<file path="src/rtl/pipe_stage_reg_pkg.sv">
// Shared constants, per-boundary payload layouts and the per-cycle action decode
// for the inter-stage pipeline register of the five-stage MIPS core.
package pipe_stage_pkg;

    localparam logic [31:0] RESET_PC_DEFAULT   = 32'h0000_3000;
    localparam logic [31:0] HANDLER_PC_DEFAULT = 32'h0000_4180;

    typedef struct packed {
        logic [31:0] instr;
        logic [31:0] pc_plus8;
    } fd_payload_t;

    typedef struct packed {
        logic [3:0]  alu_op;
        logic        alu_src;
        logic        reg_write;
        logic        mem_read;
        logic        mem_write;
        logic        mem_to_reg;
        logic [4:0]  dest_reg;
        logic [31:0] rs_val;
        logic [31:0] rt_val;
        logic [31:0] imm_ext;
    } de_payload_t;

    typedef struct packed {
        logic        reg_write;
        logic        mem_read;
        logic        mem_write;
        logic        mem_to_reg;
        logic [1:0]  mem_size;
        logic [4:0]  dest_reg;
        logic [31:0] alu_result;
        logic [31:0] store_data;
    } em_payload_t;

    typedef struct packed {
        logic        reg_write;
        logic        mem_to_reg;
        logic [4:0]  dest_reg;
        logic [31:0] alu_result;
        logic [31:0] mem_data;
    } mw_payload_t;

    localparam int FD_PAYLOAD_W = $bits(fd_payload_t);
    localparam int DE_PAYLOAD_W = $bits(de_payload_t);
    localparam int EM_PAYLOAD_W = $bits(em_payload_t);
    localparam int MW_PAYLOAD_W = $bits(mw_payload_t);

    typedef enum logic [2:0] {
        ACT_RESET,
        ACT_REQ,
        ACT_CLR,
        ACT_HOLD,
        ACT_LOAD
    } stage_action_t;

    // Fixed priority: reset > exception request > flush > hold > load.
    // A bubble is never held, so hold needs a real entry blocked downstream.
    function automatic stage_action_t decode_action(
        input logic reset,
        input logic req,
        input logic clr,
        input logic held_valid,
        input logic down_ready
    );
        if (reset)
            return ACT_RESET;
        else if (req)
            return ACT_REQ;
        else if (clr)
            return ACT_CLR;
        else if (held_valid && !down_ready)
            return ACT_HOLD;
        else
            return ACT_LOAD;
    endfunction

endpackage

</file>
<file path="src/rtl/pipe_stage_reg_if.sv">
// One direction of a pipeline boundary: valid/ready handshake carrying PC,
// branch-delay flag and packed payload. master drives the entry, slave accepts it.
interface pipe_stage_if #(
    parameter int PAYLOAD_W = 128
);
    logic                 valid;
    logic                 ready;
    logic [31:0]          pc;
    logic                 bd;
    logic [PAYLOAD_W-1:0] payload;

    modport master (
        output valid,
        output pc,
        output bd,
        output payload,
        input  ready
    );

    modport slave (
        input  valid,
        input  pc,
        input  bd,
        input  payload,
        output ready
    );
endinterface

</file>
<file path="src/rtl/pipe_stage_reg_skid.sv">
// One-entry skid slot: catches an entry accepted while the main register is held.
// Used by pipe_stage_reg only when PIPE_STAGE_SKID_EN is defined.
module pipe_skid_slot #(
    parameter int PAYLOAD_W = 128
) (
    input  logic                 clk,
    input  logic                 reset,
    input  logic                 i_clear,
    input  logic                 i_load,
    input  logic                 i_unload,
    input  logic [31:0]          i_pc,
    input  logic                 i_bd,
    input  logic [PAYLOAD_W-1:0] i_payload,
    output logic                 o_valid,
    output logic [31:0]          o_pc,
    output logic                 o_bd,
    output logic [PAYLOAD_W-1:0] o_payload
);
    logic                 r_valid;
    logic [31:0]          r_pc;
    logic                 r_bd;
    logic [PAYLOAD_W-1:0] r_payload;

    // Clearing wins over loading so a flush in the capture cycle drops the entry.
    always_ff @(posedge clk) begin
        if (reset || i_clear) begin
            r_valid   <= 1'b0;
            r_pc      <= '0;
            r_bd      <= 1'b0;
            r_payload <= '0;
        end else if (i_load) begin
            r_valid   <= 1'b1;
            r_pc      <= i_pc;
            r_bd      <= i_bd;
            r_payload <= i_payload;
        end else if (i_unload) begin
            r_valid   <= 1'b0;
        end
    end

    assign o_valid   = r_valid;
    assign o_pc      = r_pc;
    assign o_bd      = r_bd;
    assign o_payload = r_payload;
endmodule

</file>
<file path="src/rtl/pipe_stage_reg.sv">
// Inter-stage pipeline register with handshake, flush bubbles and exception redirect.
// Define PIPE_STAGE_SKID_EN for a one-entry skid slot with a registered in_ready.
module pipe_stage_reg
    import pipe_stage_pkg::*;
#(
    parameter int          PAYLOAD_W  = 128,
    parameter logic [31:0] RESET_PC   = RESET_PC_DEFAULT,
    parameter logic [31:0] HANDLER_PC = HANDLER_PC_DEFAULT
) (
    input  logic         clk,
    input  logic         reset,
    input  logic         req,
    input  logic         clr,
    pipe_stage_if.slave  up,
    pipe_stage_if.master dn
);
    logic                 r_valid;
    logic [31:0]          r_pc;
    logic                 r_bd;
    logic [PAYLOAD_W-1:0] r_payload;

    stage_action_t        w_action;
    logic                 w_in_ready;
    logic                 w_src_valid;
    logic [31:0]          w_src_pc;
    logic                 w_src_bd;
    logic [PAYLOAD_W-1:0] w_src_payload;

    assign w_action = decode_action(reset, req, clr, r_valid, dn.ready);

`ifdef PIPE_STAGE_SKID_EN
    logic                 w_skid_valid;
    logic [31:0]          w_skid_pc;
    logic                 w_skid_bd;
    logic [PAYLOAD_W-1:0] w_skid_payload;
    logic                 w_skid_clear;
    logic                 w_skid_load;
    logic                 w_skid_unload;

    assign w_in_ready    = ~w_skid_valid;
    assign w_skid_clear  = (w_action == ACT_REQ) || (w_action == ACT_CLR);
    assign w_skid_load   = (w_action == ACT_HOLD) && up.valid && w_in_ready;
    assign w_skid_unload = (w_action == ACT_LOAD) && w_skid_valid;

    pipe_skid_slot #(
        .PAYLOAD_W (PAYLOAD_W)
    ) u_skid (
        .clk       (clk),
        .reset     (reset),
        .i_clear   (w_skid_clear),
        .i_load    (w_skid_load),
        .i_unload  (w_skid_unload),
        .i_pc      (up.pc),
        .i_bd      (up.bd),
        .i_payload (up.payload),
        .o_valid   (w_skid_valid),
        .o_pc      (w_skid_pc),
        .o_bd      (w_skid_bd),
        .o_payload (w_skid_payload)
    );

    // An occupied skid slot is older than anything upstream, so it drains first.
    always_comb begin
        w_src_valid   = up.valid & w_in_ready;
        w_src_pc      = up.pc;
        w_src_bd      = up.bd;
        w_src_payload = up.payload;
        if (w_skid_valid) begin
            w_src_valid   = 1'b1;
            w_src_pc      = w_skid_pc;
            w_src_bd      = w_skid_bd;
            w_src_payload = w_skid_payload;
        end
    end
`else
    assign w_in_ready    = ~r_valid | dn.ready;
    assign w_src_valid   = up.valid;
    assign w_src_pc      = up.pc;
    assign w_src_bd      = up.bd;
    assign w_src_payload = up.payload;
`endif

    // Bubbles still carry PC/BD so a later exception can report the right EPC.
    always_ff @(posedge clk) begin
        if (reset) begin
            r_valid   <= 1'b0;
            r_pc      <= RESET_PC;
            r_bd      <= 1'b0;
            r_payload <= '0;
        end else begin
            case (w_action)
                ACT_REQ: begin
                    r_valid   <= 1'b0;
                    r_pc      <= HANDLER_PC;
                    r_bd      <= 1'b0;
                    r_payload <= '0;
                end
                ACT_CLR: begin
                    r_valid   <= 1'b0;
                    r_pc      <= up.pc;
                    r_bd      <= up.bd;
                    r_payload <= '0;
                end
                ACT_LOAD: begin
                    r_valid   <= w_src_valid;
                    r_pc      <= w_src_pc;
                    r_bd      <= w_src_bd;
                    r_payload <= w_src_valid ? w_src_payload : '0;
                end
                default: begin
                    r_valid   <= r_valid;
                end
            endcase
        end
    end

    assign up.ready   = w_in_ready;
    assign dn.valid   = r_valid;
    assign dn.pc      = r_pc;
    assign dn.bd      = r_bd;
    assign dn.payload = r_payload;
endmodule

</file>
<file path="src/flat_wrapper.sv">
// flat-port wrapper written by rule: the top's interface ports become plain ports
module pipe_stage_reg_flat import pipe_stage_pkg::*;
#(
    parameter int          PAYLOAD_W  = 128,
    parameter logic [31:0] RESET_PC   = RESET_PC_DEFAULT,
    parameter logic [31:0] HANDLER_PC = HANDLER_PC_DEFAULT
)
  (clk, reset, req, clr, up_valid, up_pc, up_bd, up_payload, up_ready, dn_valid, dn_pc, dn_bd, dn_payload, dn_ready);
  pipe_stage_if #(.PAYLOAD_W(PAYLOAD_W)) up_i ();
  pipe_stage_if #(.PAYLOAD_W(PAYLOAD_W)) dn_i ();
  input  logic clk;
  input  logic reset;
  input  logic req;
  input  logic clr;
  input wire logic [$bits(up_i.valid)-1:0] up_valid;
  input wire logic [$bits(up_i.pc)-1:0] up_pc;
  input wire logic [$bits(up_i.bd)-1:0] up_bd;
  input wire logic [$bits(up_i.payload)-1:0] up_payload;
  output wire logic [$bits(up_i.ready)-1:0] up_ready;
  output wire logic [$bits(dn_i.valid)-1:0] dn_valid;
  output wire logic [$bits(dn_i.pc)-1:0] dn_pc;
  output wire logic [$bits(dn_i.bd)-1:0] dn_bd;
  output wire logic [$bits(dn_i.payload)-1:0] dn_payload;
  input wire logic [$bits(dn_i.ready)-1:0] dn_ready;
  assign up_i.valid = up_valid;
  assign up_i.pc = up_pc;
  assign up_i.bd = up_bd;
  assign up_i.payload = up_payload;
  assign up_ready = up_i.ready;
  assign dn_valid = dn_i.valid;
  assign dn_pc = dn_i.pc;
  assign dn_bd = dn_i.bd;
  assign dn_payload = dn_i.payload;
  assign dn_i.ready = dn_ready;
  pipe_stage_reg #(.PAYLOAD_W(PAYLOAD_W), .RESET_PC(RESET_PC), .HANDLER_PC(HANDLER_PC)) u_core (.clk(clk), .reset(reset), .req(req), .clr(clr), .up(up_i), .dn(dn_i));
endmodule
</file>
<file path="config.mk">
export PLATFORM = sky130hd
export DESIGN_NAME = pipe_stage_reg_flat
export DESIGN_NICKNAME = d
export VERILOG_FILES = /design/src/rtl/pipe_stage_reg_pkg.sv /design/src/rtl/pipe_stage_reg_if.sv /design/src/rtl/pipe_stage_reg_skid.sv /design/src/rtl/pipe_stage_reg.sv /design/src/flat_wrapper.sv
export SDC_FILE = /design/constraint.sdc
export NUM_CORES = 1
export LEC_CHECK = 0
export BUFFER_PORTS_ARGS = -buffer_cell sky130_fd_sc_hd__buf_2
export CAP_MARGIN = 20
export CORE_AREA = 2 2 129 131
export CTS_CLUSTER_SIZE = 8
export DETAILED_ROUTE_END_ITERATION = 8
export DIE_AREA = 0 0 131 133
export PLACE_DENSITY = 0.66
export SETUP_SLACK_MARGIN = 0.1
export SLEW_MARGIN = 40
export SYNTH_ARGS = -nofsm -noshare
export SYNTH_HDL_FRONTEND = slang
export SYNTH_HIERARCHICAL = 1
export SYNTH_SLANG_ARGS = --single-unit
</file>
<file path="constraint.sdc">
create_clock -name clk -period 2.47 [get_ports clk]
set_input_delay 0.1235 -clock clk [delete_from_list [all_inputs] [get_ports clk]]
set_output_delay 0.1235 -clock clk [all_outputs]
set_load 0.02 [all_outputs]
</file>
=== Word-level counts from Yosys, hierarchy flattened ===
Index checks and enable logic that the tools add are counted.

* $add $sub $neg: 0
* Multipliers: 0
* Div/mod/pow operators: 0
* Order comparisons: 0
* Equality and inequality tests: 3
* Shifts and indexed selects: 0
* Mux-type cells: 9
* Bitwise operators: 2
* Reductions and logical operators: 6

{| class="wikitable"
|+ Operator list
! operator !! count
|-
| 128-bit one-hot mux with 2 select lines || 1
|-
| 128-bit 2-to-1 mux || 1
|-
| 32-bit one-hot mux with 2 select lines || 1
|-
| 3-bit 2-to-1 mux || 4
|-
| 1-bit one-hot mux with 2 select lines || 2
|-
| 2-bit nonzero test || 2
|-
| 2-bit OR reduction || 2
|-
| 3-bit by 1-bit equality test with 1-bit output (second input constant) || 1
|-
| 3-bit by 2-bit equality test with 1-bit output (second input constant) || 1
|-
| 3-bit equality test (second input constant) || 1
|-
| 1-bit logical AND || 1
|-
| 1-bit logical NOT || 1
|-
| 1-bit NOT || 1
|-
| 1-bit bitwise OR || 1
|}

* Bits in registers: 162
* Latch bits: 0
* Memory bits (writable): 0
* ROM bits: 0
* Bits of input ports: 167
* Word-level logic and storage cells: 24
* Memories: 0

=== Depth between registers and ports, before layout ===
Gate-level depths: netlist of the first run.

* Word-level depth: 9
* Mapped depth: 6
* Mapped depth without buffers: 3

=== Worst setup path after synthesis of the first run ===
No wires, ideal clock.

* Path type: flip-flop to flip-flop
* From: reg u_core.r_valid (netlist: u_core/dn.valid)
* To: reg u_core.r_payload[117] (netlist: u_core/dn.payload[117])
* Setup time: 0.117 ns
* Data arrival time: 1.398 ns
* Setup slack: 0.955 ns
* Stages on the path, launching flop included: 6
* Clock period less this slack: 1.515 ns
* Cells stage by stage: dfxtp_1 -> nand2b_1 -> and4b_1 -> buf_2 -> buf_4 -> a22o_1

* Longest elaborated chain between the ends: 8

{| class="wikitable"
|+ Ends and longest elaborated chain
! element !! line !! text
|-
| start: declaration || pipe_stage_reg.sv:17 || <nowiki>logic r_valid;</nowiki>
|-
| start signal: assignment || pipe_stage_reg.sv:105 || <nowiki>r_valid <= w_src_valid;</nowiki>
|-
| start signal: assignment || pipe_stage_reg.sv:111 || <nowiki>r_valid <= r_valid;</nowiki>
|-
| 1-bit logical AND * || pipe_stage_reg_pkg.sv:73 || <nowiki>else if (held_valid && !down_ready)</nowiki>
|-
| 3-bit 2-to-1 mux * || pipe_stage_reg_pkg.sv:73 ||
|-
| 3-bit 2-to-1 mux * || pipe_stage_reg_pkg.sv:71 || <nowiki>else if (clr)</nowiki>
|-
| 3-bit 2-to-1 mux * || pipe_stage_reg_pkg.sv:69 || <nowiki>else if (req)</nowiki>
|-
| 3-bit 2-to-1 mux * || pipe_stage_reg_pkg.sv:67 || <nowiki>if (reset)</nowiki>
|-
| 3-bit by 1-bit equality test with 1-bit output or 3-bit by 2-bit equality test with 1-bit output (tied branches) || pipe_stage_reg.sv:91 || <nowiki>case (w_action)</nowiki>
|-
| 2-bit OR reduction (no line) || - ||
|-
| 128-bit one-hot mux with 2 select lines or 2-bit nonzero test (tied branches) || - ||
|-
| end signal: assignment || pipe_stage_reg.sv:108 || <nowiki>r_payload <= w_src_valid ? w_src_payload : '0;</nowiki>
|-
| end: declaration || pipe_stage_reg.sv:20 || <nowiki>logic [PAYLOAD_W-1:0] r_payload;</nowiki>
|}

Every way passes the cells marked *; elsewhere a longest branch is shown, timed or not.
A chain may end at the register's enable or synchronous reset.

=== Worst setup path after layout of the first run ===
* From: reg u_core.r_valid (netlist: u_core/dn.valid)
* To: reg u_core.r_pc[8] (netlist: u_core/dn.pc[8])

* Longest elaborated chain between the ends: 8

{| class="wikitable"
|+ Ends and longest elaborated chain
! element !! line !! text
|-
| 1-bit logical AND * || pipe_stage_reg_pkg.sv:73 ||
|-
| 3-bit 2-to-1 mux * || pipe_stage_reg_pkg.sv:73 ||
|-
| 3-bit 2-to-1 mux * || pipe_stage_reg_pkg.sv:71 ||
|-
| 3-bit 2-to-1 mux * || pipe_stage_reg_pkg.sv:69 ||
|-
| 3-bit 2-to-1 mux * || pipe_stage_reg_pkg.sv:67 ||
|-
| 3-bit by 2-bit equality test with 1-bit output or 3-bit equality test (tied branches) || pipe_stage_reg.sv:91 ||
|-
| 2-bit OR reduction (no line) || - ||
|-
| 32-bit one-hot mux with 2 select lines or 2-bit nonzero test (tied branches) || - ||
|-
| end signal: assignment || pipe_stage_reg.sv:100 || <nowiki>r_pc <= up.pc;</nowiki>
|-
| end signal: assignment || pipe_stage_reg.sv:106 || <nowiki>r_pc <= w_src_pc;</nowiki>
|-
| end: declaration || pipe_stage_reg.sv:18 || <nowiki>logic [31:0] r_pc;</nowiki>
|}

Marked as above.

==> impl_summary.txt, run 1 <==
----------------------------------------------------
[Run status]
  Result of the run ... completed

[Yosys]
  Share of synthesized cell area in full adder, half adder and majority cells ... 0
  Complex-gate fraction of the synthesized area ... 0.2802
  Area of the mapped netlist ... 5001 sq um
  Post-synth EDFFs ... 0
  Count of state elements after synthesis ... 162
  Total number of yosys warnings ... 6
  Largest area contributor in the synthesized netlist ... dfxtp_1
  Share of synthesized cell area in and, or, nand and nor gates ... 0.01726
  Synth top area cells ... dfxtp_1, a22o_1, buf_6
  Post-Synth XOR/XNOR Area ... 0
  Share of the yosys chip area belonging to registers ... 0.6485
  Post-synthesis area per instance ... 13.41 sq um
  Number of different library cells in the post-synthesis netlist ... 17
  Async set-reset flop share out of synthesis ... 0
  Post-Syn Instances ... 373
  Count leader, synth ... dfxtp_1
  Main combinational cell family by area after synthesis ... compound AO/OA/AOI/OAI gates
  Most used flip-flop cell after synthesis ... dfxtp_1
  Share of synthesized area spent on multiplexers ... 0
  Post-synthesis net count ... 540
  Most common library cells after synthesis ... dfxtp_1, a22o_1, buf_2
  Fraction of synthesized cell area taken by the top area cell type ... 0.6485

[Timing]
  Final slew viol count ... 0
  Final period util ... 0.7727
  Post-route setup slack ... approximately 0.56 ns
  Min Tclk post-route ... around 1.9 ns
  Clock skew ... about 0.0091 ns
  Fmax ... between 0.5 and 0.6 GHz
  Final-report hold violation count ... 0
  Final number of setup-violating endpoints ... 0
  Rel. slew slack ... 0.5976
  WHS ... around 0.029 ns
  Slew @ Worst Pin ... between 0.6 and 0.7 ns
  Final total negative setup slack ... 0 ns
  Unrepaired setup endpoints after global routing ... no

[GRT]
  Global router's overall resource usage ... 0.1916
  Maximum number of pins on one net before global-route repair ... 91
  Antenna violations before repair ... 0
  Final global-route overflow total ... 0
  Via count of the first global-routing pass ... 5237
  Global-route wire length before repair ... 25920 um

[Critical path]
  Required time reported for the critical path endpoint ... roughly 2.8 ns
  Highest fanout seen on the critical path ... 4
  RR Startpoint ... u_core/dn.valid
  Delay-heaviest family, CP ... simple AND/OR/NAND/NOR gates
  Worst path bufs/invs ... 1
  Max stage delay cell, worst path ... or4b_2
  Startpoint class of the critical path ... flop
  CP endpoint kind ... flop
  WP data arrival ... around 2.2 ns
  Class of the most critical setup path ... flop to flop
  Cell-by-cell listing of the critical path ... or4b_2 -> nor2_1 -> a211oi_1 -> dlygate4sd3_1
  Delay of the slowest critical-path stage ... 0.64 ns
  Launching element of the worst setup path ... u_core/dn.valid

[Power and ir drop]
  Maximum ir drop on the vdd rail ... slightly above 0.5 mV
  Static leakage ... ~4.4 nW
  Power per cell area ... roughly 670 nW/um^2
  Final Total Pwr ... around 6.0 mW

[Floorplanning]
  Starting utilization of the core area ... 0.3092
  Floorplan die area ... 17420 sq um
  Die width ... roughly 130 um
  Core box area ... between 15000 and 20000 sq um
  Top Ports ... 330
  Row Count ... between 40 and 50
  Vert. Die Dim ... 133 um

[CTS]
  Clock Sink Count ... ~160
  Setup repair bufs after CTS ... 0
  Clock transition at path regs ... roughly 0.07 ns
  Latest clock arrival within the worst-skew pair ... about 0.42 ns
  CTS root buffer ... clkbuf_16
  TritonCTS buffer count ... 17
  Maximum number of buffers from clock root to sink ... 2
  Number of levels in the clock H-tree ... 4
  TritonCTS clock tree ... done

[Place]
  Dpl ws ... 0.9318 ns
  Post-detail-place hpwl ... 9857 um
  RePlAce Congestion ... about 0.75
  Count of port buffers added during placement ... roughly 330
  Cell area reported after detailed placement ... ~6800 sq um

[Job]
  Number of max-cap violations ... 0

[Final layout]
  Antenna diodes ... 0
  Net count, final ... 1021
  Final cell area excluding filler cells ... roughly 9000 sq um
  Area added between synthesis and finish ... 79.83%
  Share of final-layout standard cells stronger than drive strength 1 ... 0.4268

[Min path]
  Worst min-delay path class ... input port to flop
  Hold Startpoint ... reset

[Drt]
  Via density ... 4.665
  Per-cell routed wire length ... about 16 um
  DRT iter0 DRCs ... ~190
  Drc violations ... 0
  Number of detailed-routing iterations run before antenna repair ... 4
  Sum of routed wire length over all layers ... ~17000 um
  Vias post-DR ... ~5100
  Remaining antenna violation count ... 0

----------------------------------------------------
[power breakdown]
group          internal (mW)  switching [mW]
sequential              2.67          0.0330
combinational          0.347           0.239
clock                   1.61            1.12
[stage by stage]
| step | std cells | utilization |
|---|---|---|
| after floorplan | 373 | - |
| after CTS | 1087 | 0.5561 |
| after global placement | 892 | 0.4172 |
| after detailed placement | 892 | 0.4176 |
| after global routing | 1087 | 0.5561 |
| final | 1087 | 0.5561 |
[per-layer routing]
layer,vias to the layer above,GRT usage,routed length (um)
met2,245,0.3434,8825
li1,2400,-,-
met5,-,0,0
met3,43,0.06510,1276
met4,0,0.08156,520
met1,2383,0.2008,6845
[final timing paths]
path                           end  slack [ns]  depth (start not counted)
min reg2reg  u_core/dn.payload[84]        0.47                          1
max reg2reg        u_core/dn.pc[8]        0.56                          4
max                u_core/dn.pc[8]        0.56                          4
min               u_core/dn.pc[14]        0.03                          2
[repair_timing]
item,4_1_cts,5_1_grt
hold endpoints to repair,161,0
hold buffers,163,0
gates resized for setup,0,0
setup endpoints to repair,0,0
[state kept, by name, summed over array words and instances (netlist names)]
signal,flops
u_core/dn.bd,1
u_core/dn.valid,1
u_core/dn.payload,128
u_core/dn.pc,32
[layout make-up]
type	count	area (sq um)
multi-input combinational	174	1505
clock buffer	19	432.9
clock inverter	13	176.4
timing repair buffer	497	3353
fill	1300	7178
sequential	162	3243
inverter	2	7.507
tap	220	275.3
[layout by cell type, fill, tap and decap left out]
cell / synthesis / final
nand2b_1: 1 / 1
nor2_1: 4 / 4
clkinvlp_4: 0 / 3
clkbuf_1: 1 / 2
buf_2: 18 / 329
a22o_1: 156 / 156
buf_4: 3 / 2
bufinv_16: 0 / 3
a211oi_1: 2 / 2
a221o_1: 2 / 2
nor3_4: 0 / 1
buf_12: 0 / 3
dlygate4sd3_1: 0 / 163
inv_1: 2 / 2
or4b_2: 1 / 1
nor3_1: 4 / 3
or2_2: 1 / 1
nor3b_2: 1 / 1
clkinv_4: 0 / 3
inv_6: 0 / 3
clkbuf_16: 0 / 17
and2_4: 0 / 1
inv_8: 0 / 1
dfxtp_1: 162 / 162
and4b_4: 0 / 1
[logic make-up after synthesis]
| kind of cell | Yosys count |
|---|---|
| compound gates | 160 |
| buf+inv | 37 |
| simple gates | 14 |
| flops | 162 |
Power figures use the tool's default switching activity.
==> run 2, diff against run 1 <==
- CORE_AREA: 2 2 129 131 -> 2 2 128 130
- DIE_AREA: 0 0 131 133 -> 0 0 130 132
- clock period: 2.47 -> 2 ns (I/O delays scaled with it)
==> run 2 against run 1 <==
Net effect: sequential share of layout area about the same; highest routed layer unchanged; largest power group is now sequential cells; critical path depth unchanged; count of clock-buffer cells in the layout increased by 1; via count decreased by 1.7%; critical endpoint is now u_core/dn.pc[14]; non-clock buffer count increased by 1; worst hold slack improved by 0.15 ns; sequential cell count unchanged; combinational power increased by 23%; register-to-register slack got worse by 0.23 ns; first-iteration DRC count decreased by 1.0%.
==> impl_summary.txt, run 2 (same netlist as run 1, synthesis figures left out) <==
----------------------------------------------------
[Timing]
  Slew @ Worst Pin ... 0.6942 ns (+0.09258 ns)
  Final-report hold violation count ... 0 (unchanged)
  Final total negative setup slack ... 0 ns (unchanged)
  Post-route setup slack ... 0.3287 ns (-0.2328 ns)
  Unrepaired setup endpoints after global routing ... no
  Fmax ... 0.5983 GHz (+14%)
  Final period util ... 0.8356 (+0.06298)
  Clock skew ... 0.01105 ns (+0.001975 ns)
  WHS ... 0.1840 ns (+0.1549 ns)
  Final number of setup-violating endpoints ... 0 (unchanged)
  Min Tclk post-route ... 1.671 ns (-0.2372 ns)
  Final slew viol count ... 0 (unchanged)
  Rel. slew slack ... 0.5357 (-0.06192)

[Drt]
  DRT iter0 DRCs ... 190 (-1.0%)
  Per-cell routed wire length ... 16.03 um (-0.26%)
  Via density ... 4.605 (-1.3%)
  Drc violations ... 0 (unchanged)
  Vias post-DR ... 4987 (-1.7%)
  Sum of routed wire length over all layers ... 17360 um (-0.63%)
  Number of detailed-routing iterations run before antenna repair ... 4 (unchanged)
  Remaining antenna violation count ... 0 (unchanged)

[Critical path]
  Delay-heaviest family, CP ... simple AND/OR/NAND/NOR gates
  Launching element of the worst setup path ... u_core/dn.valid
  CP endpoint kind ... flop
  Max stage delay cell, worst path ... dlygate4sd3_1
  Startpoint class of the critical path ... flop
  Delay of the slowest critical-path stage ... 0.55 ns (-0.09 ns)
  Class of the most critical setup path ... flop to flop
  Cell count of the worst reg-to-reg path ... 4 (unchanged)
  RR Startpoint ... u_core/dn.valid
  WP data arrival ... 1.97 ns (-0.23 ns)
  Total number of cells along the worst setup path ... 4 (unchanged)
  Cell-by-cell listing of the critical path ... or4b_4 -> nor2_1 -> nor3_1 -> dlygate4sd3_1
  Highest fanout seen on the critical path ... 4 (unchanged)
  Required time reported for the critical path endpoint ... 2.30 ns (-0.47 ns)
  Worst path bufs/invs ... 1 (unchanged)

[Place]
  RePlAce Congestion ... 0.7605 (+1.1%)
  Count of port buffers added during placement ... 329 (unchanged)
  Dpl ws ... 0.4052 ns (-0.5267 ns)
  Cell area reported after detailed placement ... 6780 sq um (+0.41%)
  Post-detail-place hpwl ... 10130 um (+2.8%)

[Min path]
  Hold Startpoint ... dn_ready
  Worst min-delay path class ... input port to flop
  Worst hold stages ... 4 (+2)

[Final layout]
  Net count, final ... 1022 (+0.098%)
  Area added between synthesis and finish ... 79.76% (about the same)
  Final cell area excluding filler cells ... 8990 sq um (about the same)
  Most common cell after layout, fill and taps aside ... buf_2
  Antenna diodes ... 0 (unchanged)
  Share of final-layout standard cells stronger than drive strength 1 ... 0.4268 (unchanged)
  Commonest cells after routing, fill and taps aside ... buf_2, dlygate4sd3_1, dfxtp_1
  Number of flip-flops in the largest register ... 128 (unchanged)

[Floorplanning]
  Starting utilization of the core area ... 0.3183 (+0.009038)
  Top Ports ... 330 (unchanged)
  Row Count ... 46 (-2.1%)
  Floorplan die area ... 17160 sq um (-1.5%)
  Core box area ... 15710 sq um (-2.8%)
  Die width ... 130 um (-0.76%)
  Vert. Die Dim ... 132 um (-0.75%)

[CTS]
  TritonCTS clock tree ... done
  CTS root buffer ... clkbuf_16
  Setup repair bufs after CTS ... 0 (unchanged)
  Clock transition at path regs ... 0.06 ns (about the same)
  TritonCTS buffer count ... 17 (unchanged)
  Number of levels in the clock H-tree ... 4 (unchanged)
  Latest clock arrival within the worst-skew pair ... 0.42 ns (about the same)
  Clock Sink Count ... 162 (unchanged)
  Maximum number of buffers from clock root to sink ... 2 (unchanged)

[GRT]
  Global router's overall resource usage ... 0.1937 (+0.002117)
  Maximum number of pins on one net before global-route repair ... 58 (-36%)
  Final global-route overflow total ... 0 (unchanged)
  Global-route wire length before repair ... 25980 um (+0.21%)
  Via count of the first global-routing pass ... 5105 (-2.5%)
  Antenna violations before repair ... 0 (unchanged)

[Power and ir drop]
  Power per cell area ... 806.0 nW/um^2 (+20%)
  Static leakage ... 4.410 nW (about the same)
  Maximum ir drop on the vdd rail ... 0.5388 mV (+4.1%)

[Run status]
  Result of the run ... completed

[Job]
  Number of max-cap violations ... 0 (unchanged)

----------------------------------------------------
-- run 2: what timing repair did --
action | in CTS | in global routing
gates resized for setup | 0 | 1
setup endpoints to repair | 0 | 1
hold endpoints to repair | 161 | 0
hold buffers | 163 | 0
-- run 2: final timing paths --
path	to	slack (ns)
setup / recovery	u_core/dn.pc[14]	0.33
hold / removal	u_core/dn.pc[7]	0.18
setup reg to reg	u_core/dn.pc[14]	0.33
hold reg to reg	u_core/dn.pc[19]	0.47
-- run 2: per-stage QoR --
| step | util | power, mW | instances |
|---|---|---|---|
| after CTS | 0.5719 | 7.318 | 1083 |
| final | 0.5721 | 7.246 | 1083 |
| after floorplan | - | 3.597 | 373 |
| after detailed placement | 0.4315 | 3.862 | 889 |
| after global routing | 0.5721 | 7.512 | 1083 |
| after global placement | 0.4311 | 3.856 | 889 |
-- run 2: area by class of cell --
type | instances | area (sq um)
Clock buffer | 20 | 446.7
Tap cell | 216 | 270.3
Timing Repair Buffer | 498 | 3386
Sequential cell | 162 | 3243
Multi-Input combinational cell | 174 | 1509
Inverter | 2 | 7.507
Fill cell | 1268 | 6723
Clock inverter | 11 | 127.6
-- run 2: tightest hold or removal path: stages --
cell	delay, ns
buf_2	0.10
or4b_4	0.13
nor2_1	0.04
a211oi_1	0.18
-- run 2: metal layers --
metal  global-route usage  share of wire  up-vias
met2               0.3296           0.49      252
met1               0.2140           0.40     2293
met3              0.06656          0.084       33
met4              0.09319          0.028        0
met5                    0              0        -
li1                     -              -     2409
-- run 2: report_power, final --
part / switching (mW) / total, mW / internal [mW]
Clock: 1.31 / 3.18 / 1.88
Sequential: 0.0405 / 3.34 / 3.30
Combinational: 0.291 / 0.720 / 0.429
Total: 1.64 / 7.25 / 5.61
